## config.mk

```make
export PLATFORM = sky130hd
export DESIGN_NAME = regfile_dump
export DESIGN_NICKNAME = d
export VERILOG_FILES = /design/src/rtl/regfile_dump.sv
export SDC_FILE = /design/constraint.sdc
export NUM_CORES = 1
export LEC_CHECK = 0
export BUFFER_PORTS_ARGS = -buffer_cell sky130_fd_sc_hd__buf_2
export CORE_ASPECT_RATIO = 1.1
export CORE_MARGIN = 2
export CORE_UTILIZATION = 40
export CTS_CLUSTER_SIZE = 40
export DETAILED_ROUTE_END_ITERATION = 8
export PLACE_DENSITY = 0.68
export SLEW_MARGIN = 10
export SYNTH_ARGS = -nofsm -noshare
export SYNTH_HDL_FRONTEND = slang
export SYNTH_SLANG_ARGS = --single-unit
```

## constraint.sdc

```tcl
create_clock -name clock -period 1.75 [get_ports clock]
set_input_delay 0.35 -clock clock [delete_from_list [all_inputs] [get_ports clock]]
set_output_delay 0.35 -clock clock [all_outputs]
set_load 0.02 [all_outputs]
```

## src/rtl/regfile_dump.sv

```systemverilog
// Streams a contiguous (possibly wrapping) range of register-file entries
// out over a valid/ready port while holding the core's register writes off.
module regfile_dump #(
  parameter int XLEN = 32,
  parameter int AW   = 5
) (
  input  logic            clock,
  input  logic            reset,
  input  logic            start,
  input  logic [AW-1:0]   first_reg,
  input  logic [AW-1:0]   last_reg,
  output logic [AW-1:0]   rs,
  input  logic [XLEN-1:0] regdata,
  output logic            out_valid,
  input  logic            out_ready,
  output logic [XLEN-1:0] out_data,
  output logic [AW-1:0]   out_index,
  output logic            out_last,
  output logic            busy,
  output logic            done
);

  typedef enum logic [1:0] {
    IDLE,
    READ,
    SEND,
    DONE
  } state_t;

  state_t        state;
  state_t        state_nxt;
  logic [AW-1:0] last_q;
  logic          handshake;

  assign handshake = out_valid && out_ready;
  assign busy      = (state != IDLE);
  assign done      = (state == DONE);

  // NOTE: sequential state uses non-blocking (<=) so every register samples
  // pre-edge values; blocking here would create order-dependent races.
  always_ff @(posedge clock or negedge reset) begin
    if (!reset) state <= IDLE;
    else        state <= state_nxt;
  end

  // NOTE: the default assignment first keeps every path driven, so no latch
  // is inferred for state_nxt.
  always_comb begin
    state_nxt = state;
    case (state)
      IDLE:    if (start) state_nxt = READ;
      READ:    state_nxt = SEND;
      SEND:    if (handshake) state_nxt = out_last ? DONE : READ;
      DONE:    state_nxt = IDLE;
      default: state_nxt = IDLE;
    endcase
  end

  // rs itself remembers the current position, so only the end of the range
  // needs latching; the wrap falls out of AW-bit modular increment.
  always_ff @(posedge clock or negedge reset) begin
    if (!reset) begin
      rs        <= '0;
      last_q    <= '0;
      out_valid <= 1'b0;
      out_data  <= '0;
      out_index <= '0;
      out_last  <= 1'b0;
    end else begin
      case (state)
        IDLE: begin
          if (start) begin
            rs     <= first_reg;
            last_q <= last_reg;
          end
        end
        READ: begin
          out_data  <= regdata;
          out_index <= rs;
          out_last  <= (rs == last_q);
          out_valid <= 1'b1;
        end
        SEND: begin
          if (handshake) begin
            out_valid <= 1'b0;
            if (!out_last) rs <= rs + AW'(1);
          end
        end
        default: ;
      endcase
    end
  end

endmodule

```

== Word level (Yosys, flattened, before mapping) ==
Cells that the tools add are included.

* Input port bits: 46
* Register bits after elaboration: 51
* Output and inout bits: 46

* Add/subtract/negate cells: 1
* Reduce and logical (&&, ||, !) cells: 9
* Muxes and demuxes: 10
* Equal/unequal tests: 7

{| class="wikitable"
|+ Operators by type and width
! operator !! count
|-
| two-way mux 5 bit || 3
|-
| one-hot mux 5 bit (2 select lines) || 1
|-
| one-hot mux 2 bit (4 select lines) || 1
|-
| two-way mux 2 bit || 3
|-
| inequality test 2 bit (second input constant) || 3
|-
| AND reduction 2 bit || 3
|-
| nonzero test 2 bit || 3
|-
| adder 5 x 1 -> 5 bit (second input constant) || 1
|-
| equality test 5 bit || 1
|-
| equality test 2 bit (second input constant) || 2
|-
| AND reduction 4 bit || 1
|-
| equality test 2 x 1 -> 1 bit (second input constant) || 1
|-
| logical NOT 2 bit || 1
|-
| one-hot mux 1 bit (2 select lines) || 1
|-
| logical AND 1 bit || 1
|-
| two-way mux 1 bit || 1
|}

== Depth between registers and ports, before layout ==
Gate-level depths: netlist of run 1.

* Depth after elaboration: 4
* Gate-level depth with buffers: 5
* Depth with buffers taken out: 4

== Worst setup path before layout of run 1 ==
Ideal clock, no wire load.

* Path kind: register -> register
* Start point: reg rs[0]
* End point: reg rs[4]
* Required time: 1626 ps
* Setup time: 124 ps
* Cell stages (with the launch flop): 5
* Period minus slack after synthesis: 1443 ps
* Arrival time: 1319 ps
* Setup slack: 307 ps
* Path through: dfrtp_1 ha_1 nand3_1 a32o_1 a211o_1

* Word-level cells in the longest chain between the ends: 4

{| class="wikitable"
|+ Ends and longest elaborated chain
! item !! line !! source
|-
| from (decl) || 12 || <nowiki>output logic [AW-1:0] rs,</nowiki>
|-
| from (signal assigned) || 73 || <nowiki>rs <= first_reg;</nowiki>
|-
| from (signal assigned) || 86 || <nowiki>if (!out_last) rs <= rs + AW'(1);</nowiki>
|-
| adder 5 x 1 -> 5 bit || 86 ||
|-
| two-way mux 5 bit || 86 ||
|-
| two-way mux 5 bit || 84 || <nowiki>if (handshake) begin</nowiki>
|-
| one-hot mux 5 bit (2 select lines) || 70 || <nowiki>case (state)</nowiki>
|}

No other way between the ends. The select of a mux whose other input is x is not followed.
A chain may end at the register's enable or synchronous reset.

== Final worst setup path of run 1 ==
* Start point: reg state[1]
* End point: out done

* Word-level cells in the longest chain between the ends: 1

{| class="wikitable"
|+ Ends and longest elaborated chain
! item !! line !! source
|-
| from (decl) || 30 || <nowiki>state_t state;</nowiki>
|-
| from (signal assigned) || 43 || <nowiki>else state <= state_nxt;</nowiki>
|-
| equality test 2 bit || 37 || <nowiki>assign done = (state == DONE);</nowiki>
|-
| to (decl) || 20 || <nowiki>output logic done</nowiki>
|}

No other way between the ends.

==> results of run 1 <==
sequential cells by signal, indices dropped and copies added, names as in the netlist:
name / flops
out_index: 5
state: 2
out_last: 1
out_data: 32
rs: 5
out_valid: 1
last_q: 5
cell families (layout without fill, tap and decap cells):
| kind of cell | count (synthesis) | count (layout) | share of synthesized area |
|---|---|---|---|
| flops | 51 | 51 | 0.594 |
| mux | 44 | 44 | 0.231 |
| simple gates | 20 | 20 | 0.0646 |
| compound gates | 15 | 15 | 0.0594 |
| buf+inv | 10 | 106 | 0.0256 |
| xor+xnor | 5 | 5 | 0.0204 |
| fa+ha+maj | 1 | 1 | 0.00582 |
path summary, 6_finish.rpt:
check | startpoint | end | slack, ps | depth (start not counted)
setup / recovery | state[1] | done | 100 | 3
hold / removal | regdata[12] | out_data[12] | 280 | 2
setup reg to reg | state[1] | out_data[2] | 120 | 2
hold reg to reg | out_data[1] | out_data[1] | 500 | 1
max in group asynchronous | reset | out_data[29] | 710 | 3
min in group asynchronous | reset | out_data[4] | 530 | 2
layer usage:
layer	track usage	wire, um	part of all wire	vias up
li1	-	-	-	715
met1	0.178	1810	0.43	742
met2	0.241	1990	0.48	58
met3	0.0521	324	0.078	5
met4	0.0491	42	0.010	0
met5	0	0	0	-
through the flow:
stage                     setup WS (ps)  hold WS [ps]  total power (W)  instance area, sq um   util
after global placement              144           322          0.00492                  2690  0.509
after global routing               24.1           266          0.00602                  2800  0.529
after CTS                          94.9           264          0.00571                  2800  0.529
after detailed placement            114           321          0.00497                  2690  0.509
final                               101           281          0.00563                  2800  0.529
after floorplan                     307          54.4          0.00415                  2150      -
final cells by class:
type | count | area share
clock buffer | 8 | 0.0357
inverter | 3 | 0.00402
multi-input combinational | 85 | 0.292
sequential | 51 | 0.456
tap | 75 | 0.0335
timing repair buffer | 95 | 0.179
placed cells by master, fill, tap and decap left out, types with 2 or more instances in the layout:
| cell | netlist | routed |
|---|---|---|
| nand3_1 | 5 | 5 |
| dfrtp_1 | 51 | 51 |
| nand2_1 | 7 | 7 |
| a211o_1 | 2 | 2 |
| clkbuf_8 | 0 | 7 |
| mux2_2 | 44 | 44 |
| a221oi_1 | 2 | 2 |
| xor2_1 | 2 | 2 |
| buf_2 | 5 | 91 |
| xnor2_1 | 3 | 3 |
| nor4_1 | 2 | 2 |
| a2bb2oi_1 | 3 | 3 |
| inv_1 | 3 | 3 |
| buf_4 | 1 | 2 |
power by group through the flow:
stage,logic [W],clock network (W),registers [W]
floorplan,0.00135,0,0.00279
global placement,0.00269,0,0.00223
detailed placement,0.00273,0,0.00224
CTS,0.00274,0.000752,0.00222
global route,0.00293,0.000789,0.00231
finish,0.00270,0.000714,0.00221
==> out/metrics.cfg, run 1 <==
[outcome]
status = complete, no violations

[finish]
seq_area_sq_um = 1280
nets = 288
filler_cell_count = 479
post_route_cells_drive_above_1_share = 0.620
final_cells = 317
antennaDiodeCount = 0
multiInputGateArea_sq_um = 818
area_growth_pct = 30.3

[synthesis]
yosysMostFrequentCell = dfrtp_1
yosysTopAreaCell = dfrtp_1
synth_common_cells = dfrtp_1, mux2_2, nand2_1
synth_edf_count = 0
synth_top_cell_area_share = 0.594
synth.area.top_cells = dfrtp_1, mux2_2, nand2_1, a2bb2oi_1, xnor2_1
yosysSeqAreaShare = 0.594
ys_ff_latch = 51
yosys_warnings = 0
synth_cell_type_count = 29
synth_ff_type = dfrtp_1
syn-cell-area_sq_um = 2150
syn_inst = 146
avgSynthCellArea_sq_um = 14.7
syn-num-nets = 193
synthArstFlopShare = 1.00

[critical_path]
required_ps = 1400
cp_top_family = flip-flops
cp_slowest_cell = dfrtp_1
arrival_ps = 1300
endpoint_kind = output pin
max_stage_delay_ps = 560
cp_num_buf_inv = 2
cp-start-kind = flip-flop
crit_fanout = 9
path_class = reg2out
cp_cell_sequence = inv_1, nor2_1, buf_2

[floorplan]
rows = 28
die_w_um = 73.9
die_h_um = 80.9
dieArea_sq_um = 5980
start_util = 0.406
core_sq_um = 5290
io_pins = 92

[power]
ir_drop_mv = 0.719
sw_frac_of_total = 0.396
powerDensity_nw_per_um2 = 2010
p_sw_w = 0.00223
seqPwrFrac = 0.393
power.internal_w = 0.00340
clock_power_share = 0.127
pwr-share-comb = 0.480
p_leak_nw = 1.35

[global_routing]
grt_pass1_wl_mm = 6.69
grt_pass1_vias = 1513
grt_max_degree = 41
grt_overflow = 0
grtUsageTotal = 0.146
antenna_found_initial = 0

[clock_network]
cts_sinks = 51
cts_setup_buffers = 0
cts_buffers = 5
clk_pin_slew_ps = 80
cts_tree = done
clockBufferDepth = 2
clk_latency_ps = 290
root_buffer = clkbuf_8
h-tree-depth = 2
cts_hold_buffers = 1
cts_resized = 0

[detailed_routing]
dr_total_vias = 1520
wl_per_cell_um = 13.1
drt-total-wl_mm = 4.17
drc_errors = 0
dr.pass1.iters = 4
ant_nets = 0
drt_first_iter_violations = 38
via_per_inst = 4.79

[place]
hpwl_mm = 3.07
dp.cells = 308
gp_congestion = 0.862
port_buffers = 91

[timing]
worst_pin_slew_ps = 529
setup_viol = 0
layout_min_cycle_time_ps = 1650
rsz0062_at_grt = no
hold_viol_final = 0
slew_headroom = 0.647
tns_ps = 0
timing.final.crit_share = 0.943
skew_ps = 3.98
slew_viol_final = 0
fmax_ghz = 0.606

[min_path]
hold_path_class = in2reg

[run]
cap_violations = 0

No activity file was read; power rests on OpenSTA's default activity.
==> run 2: changes to the inputs <==
Settings changed: PLACE_DENSITY 0.68 to 0.69.
==> run 2 against run 1 <==
Combinational power increased by 1%. Setup slack got worse by 3.2 ps. Fmax decreased by 0.19%. Sequential share of layout area increased by 0.090 points. Clock power decreased by 4.8%. Critical endpoint is now busy. Largest power group unchanged. Highest routed layer unchanged.
==> out/metrics.cfg, run 2 (synthesized netlist as in run 1, its figures left out) <==
[critical_path]
path_class = reg2out
endpoint_kind = output pin
crit_fanout = 11  ; +2
arrival_ps = 1300  ; about the same
r2r_setup_slack_ps = 270  ; +150 ps
cp-start-kind = flip-flop
required_ps = 1400  ; about the same

[global_routing]
grtUsageTotal = 0.155  ; +0.00902
grt_pass1_wl_mm = 7.12  ; +6.4%
grt_pass1_vias = 1533  ; +1.3%
antenna_found_initial = 0  ; unchanged
grt_max_degree = 52  ; +27%
grt_overflow = 0  ; unchanged

[place]
pre_cts_ws_ps = 267  ; +153 ps
gp_congestion = 0.856  ; -0.66%
hpwl_mm = 3.12  ; +1.6%
dp.cells = 309  ; +0.32%
port_buffers = 91  ; unchanged

[floorplan]
start_util = 0.406  ; unchanged
rows = 28  ; unchanged
dieArea_sq_um = 5980  ; unchanged
die_h_um = 80.9  ; unchanged
core_sq_um = 5290  ; unchanged
io_pins = 92  ; unchanged
die_w_um = 73.9  ; unchanged

[clock_network]
clockBufferDepth = 2  ; unchanged
root_buffer = clkbuf_8
cts_sinks = 51  ; unchanged
clk_latency_ps = 290  ; about the same
h-tree-depth = 2  ; unchanged
cts_tree = done
cts_buffers = 5  ; unchanged
cts_setup_buffers = 0  ; unchanged
clk_pin_slew_ps = 90  ; about the same

[finish]
mostFrequentLayoutCells = buf_2, dfrtp_1, mux2_2, nand2_1, clkbuf_8
post_route_cells_drive_above_1_share = 0.635  ; +0.0150
nets = 288  ; unchanged
antennaDiodeCount = 0  ; unchanged
seq_area_sq_um = 1280  ; +0.20%
filler_cell_count = 460  ; -4.0%
mostFrequentLayoutCell = buf_2
top_register = out_data
multiInputGateArea_sq_um = 818  ; unchanged
final_cells = 316  ; -0.32%
largest_register_ffs = 32  ; unchanged
area_growth_pct = 30.3  ; unchanged

[detailed_routing]
drc_errors = 0  ; unchanged
drt-total-wl_mm = 4.24  ; +1.8%
via_per_inst = 4.79  ; about the same
wl_per_cell_um = 13.4  ; +2.2%
dr.pass1.iters = 4  ; unchanged
drt_first_iter_violations = 75  ; +97%
dr_total_vias = 1515  ; -0.33%
ant_nets = 0  ; unchanged

[timing]
slew_headroom = 0.765  ; +0.118
fmax_ghz = 0.605  ; -0.19%
hold_ws_ps = 8.66  ; -273 ps
rsz0062_at_grt = no
worst_slack_ps = 97.3  ; -3.22 ps
skew_ps = 5.82  ; +1.84 ps
tns_ps = 0  ; unchanged
setup_viol = 0  ; unchanged
timing.final.crit_share = 0.944  ; +0.00184
slew_viol_final = 0  ; unchanged
hold_viol_final = 0  ; unchanged
worst_pin_slew_ps = 352  ; -176 ps
layout_min_cycle_time_ps = 1650  ; +3.22 ps

[outcome]
status = complete, no violations

[power]
total_power_w = 0.00564  ; +0.25%
p_leak_nw = 1.35  ; -0.12%
ir_drop_mv = 0.790  ; +9.9%
powerDensity_nw_per_um2 = 2020  ; +0.25%

[run]
cap_violations = 0  ; unchanged

[min_path]
hold_path_class = in2async

run 2: worst paths after layout:
kind                                end          from  cells past startpoint
max                                busy      state[1]                      4
min                           out_valid         reset                      2
max reg2reg                   last_q[4]      state[1]                      3
min reg2reg                out_data[11]  out_data[11]                      1
max in group asynchronous   out_data[4]         reset                      2
min in group clock         out_data[23]   regdata[23]                      2
run 2: worst max-delay path, cell delays in order, from the launching register on:
cell and delay [ps]:
dfrtp_2 460, buf_4 190, inv_1 140, nand2_1 60
buf_2 150
run 2: report_power, final:
group / total, W / internal, W / switching, W
Clock: 0.000680 / 0.000311 / 0.000369
Combinational: 0.00274 / 0.00129 / 0.00145
Sequential: 0.00222 / 0.00179 / 0.000439
run 2: layer usage:
metal	routed length (um)	global-route usage	part of all wire	vias to the layer above
met5	0	0	0	-
met1	1800	0.188	0.43	737
met3	269	0.0533	0.063	6
met4	62	0.0709	0.015	0
li1	-	-	-	715
met2	2110	0.249	0.50	57
run 2: timing repair:
| item | 4_1_cts | 5_1_grt |
|---|---|---|
| setup endpoints to repair | 0 | 2 |
| gates resized for setup | 0 | 2 |
| hold buffers | 0 | 0 |
run 2: final cells by class:
| class | instances | share of cell area |
|---|---|---|
| clock buffer | 6 | 0.0295 |
| sequential | 51 | 0.457 |
| timing repair buffer | 95 | 0.182 |
| inverter | 3 | 0.00402 |
| tap | 75 | 0.0335 |
| multi-input combinational | 85 | 0.292 |
| clock inverter | 1 | 0.00179 |
run 2: per-stage QoR:
stage / util / instance area, sq um
finish: 0.529 / 2800
global route: 0.529 / 2800
CTS: 0.529 / 2800
detailed placement: 0.512 / 2710
global placement: 0.512 / 2710
floorplan: - / 2150
==> run 3: changes to the inputs <==
Settings changed: CORE_UTILIZATION 40 to 47, MAX_ROUTING_LAYER set to met4, PLACE_DENSITY 0.69 to 0.79.
==> run 3 against run 2 <==
Sequential power barely moved. Register-to-register slack got worse by 30 ps. Cell count fell by 6.3%. Via count fell by 0.40%. Combinational power barely moved. Final area fell by 0.40%. Setup slack improved by 16 ps. Core utilization rose by 11 points. Critical path type unchanged. Largest cell class unchanged.
==> out/metrics.cfg, run 3 (synthesized netlist as in run 1, its figures left out) <==
[outcome]
status = complete, no violations

[timing]
setup_viol = 0  ; unchanged
fmax_ghz = 0.611  ; +0.96%
slew_viol_final = 0  ; unchanged
rsz0062_at_grt = no
layout_min_cycle_time_ps = 1640  ; -15.7 ps
skew_ps = 5.48  ; -0.337 ps
hold_viol_final = 0  ; unchanged
worst_pin_slew_ps = 357  ; +5.33 ps
tns_ps = 0  ; unchanged
slew_headroom = 0.761  ; -0.00355
timing.final.crit_share = 0.935  ; -0.00900

[critical_path]
path_class = reg2out
rr_endpoint = rs[4]
arrival_ps = 1290  ; about the same
r2r_setup_slack_ps = 240  ; -30 ps
required_ps = 1400  ; about the same
r2r_start = rs[0]
cp-start-kind = flip-flop
crit_fanout = 9  ; -2
worstSetupStartpoint = state[1]
endpoint_kind = output pin
reg2reg_depth = 4  ; +1
cp-endpoint = done

[detailed_routing]
drc_errors = 0  ; unchanged
dr.pass1.iters = 4  ; unchanged
drt_first_iter_violations = 75  ; unchanged
ant_nets = 0  ; unchanged
wl_per_cell_um = 14.6  ; +9.0%
drt-total-wl_mm = 4.33  ; +2.1%
via_per_inst = 5.10  ; +6.3%
dr_total_vias = 1509  ; -0.40%

[floorplan]
rows = 25  ; -11%
core_sq_um = 4350  ; -18%
die_h_um = 74.9  ; -7.4%
io_pins = 92  ; unchanged
start_util = 0.494  ; +0.0880
dieArea_sq_um = 5130  ; -14%
die_w_um = 68.5  ; -7.3%

[clock_network]
cts_setup_buffers = 0  ; unchanged
h-tree-depth = 2  ; unchanged
clockBufferDepth = 2  ; unchanged
root_buffer = clkbuf_8
cts_resized = 0  ; unchanged
cts_sinks = 51  ; unchanged
cts_tree = done
clk_latency_ps = 290  ; about the same
clk_pin_slew_ps = 80  ; about the same
cts_hold_buffers = 0  ; unchanged
cts_buffers = 5  ; unchanged

[place]
hpwl_mm = 3.23  ; +3.5%
port_buffers = 91  ; unchanged
dp.cells = 288  ; -6.8%
gp_congestion = 0.776  ; -9.4%

[finish]
largest_register_ffs = 32  ; unchanged
area_growth_pct = 29.7
post_route_cells_drive_above_1_share = 0.632  ; -0.00262
top_register = out_data
final_cells = 296  ; -6.3%
mostFrequentLayoutCells = buf_2, dfrtp_1, mux2_2, nand2_1, clkbuf_8
antennaDiodeCount = 0  ; unchanged
filler_cell_count = 370  ; -20%
mostFrequentLayoutCell = buf_2
nets = 288  ; unchanged

[global_routing]
grt_max_degree = 52  ; unchanged
grt_pass1_vias = 1493  ; -2.6%
grt_overflow = 0  ; unchanged
grtUsageTotal = 0.180  ; +0.0241
antenna_found_initial = 0  ; unchanged
grt_pass1_wl_mm = 6.65  ; -6.6%

[power]
p_sw_w = 0.00227  ; +0.80%
pwr-share-comb = 0.481  ; -0.004
ir_drop_mv = 1.07  ; +35%
sw_frac_of_total = 0.398  ; -0.00146
p_leak_nw = 1.36  ; +0.34%
seqPwrFrac = 0.393  ; about the same
powerDensity_nw_per_um2 = 2050  ; +1.6%
power.internal_w = 0.00344  ; +1.4%
clock_power_share = 0.126  ; +0.005

[min_path]
hold_path_class = in2async

[run]
cap_violations = 0  ; unchanged

-- run 3: cell types whose count changed in the layout (fill, tap and decap cells not counted), sizes merged --
cell      previous run  this run
clkbuf               6         7
clkinvlp             0         1
clkinv               1         0
-- run 3: per-layer routing --
layer  track usage  up-vias  part of all wire
met1         0.225      734              0.42
met2         0.288       62              0.51
li1              -      711                 -
met5             -        -                 0
met4        0.0467        0            0.0055
met3        0.0478        2             0.067
-- run 3: area by class of cell --
| type | instances | area (sq um) | share of cell area |
|---|---|---|---|
| tap | 54 | 67.6 | 0.0242 |
| timing repair buffer | 95 | 510 | 0.183 |
| clock buffer | 7 | 96.3 | 0.0345 |
| inverter | 3 | 11.3 | 0.00404 |
| clock inverter | 1 | 7.51 | 0.00269 |
| sequential | 51 | 1280 | 0.458 |
| multi-input combinational | 85 | 818 | 0.293 |
-- run 3: stage by stage --
| step | instance area (sq um) | total power (W) | setup WS, ps | util | hold WS [ps] |
|---|---|---|---|---|---|
| 3_5_place_dp | 2680 | 0.00505 | 277 | 0.617 | 358 |
| 4_1_cts | 2790 | 0.00578 | 44.0 | 0.641 | 40.3 |
| 2_1_floorplan | 2150 | 0.00415 | 307 | - | 54.4 |
| 6_report | 2790 | 0.00571 | 113 | 0.641 | 28.2 |
| 5_1_grt | 2790 | 0.00610 | 25.7 | 0.641 | 43.8 |
| 3_3_place_gp | 2680 | 0.00495 | 305 | 0.617 | 359 |
-- run 3: how the worst min path moves through the flow --
stage | start | end | slack, ps | cells after the start
after floorplan | reset | last_q[0] | 50 | 0
after global placement | reset | out_valid | 360 | 2
after detailed placement | reset | out_valid | 360 | 2
after CTS | reset | rs[0] | 40 | 2
after global routing | reset | out_valid | 40 | 2
final | reset | out_valid | 30 | 2
-- run 3: worst max-delay path, cell delays in order, from the launching register on --
cell and delay (ps):
dfrtp_1 560, inv_1 170, nor2_1 110, buf_2 160
-- run 3: power by group through the flow --
| stage | Clock (W) | Sequential (W) | Combinational [W] |
|---|---|---|---|
| finish | 0.000718 | 0.00224 | 0.00275 |
| global placement | 0 | 0.00224 | 0.00271 |
| CTS | 0.000755 | 0.00225 | 0.00278 |
| global route | 0.000797 | 0.00233 | 0.00297 |
| floorplan | 0 | 0.00279 | 0.00135 |
| detailed placement | 0 | 0.00226 | 0.00278 |
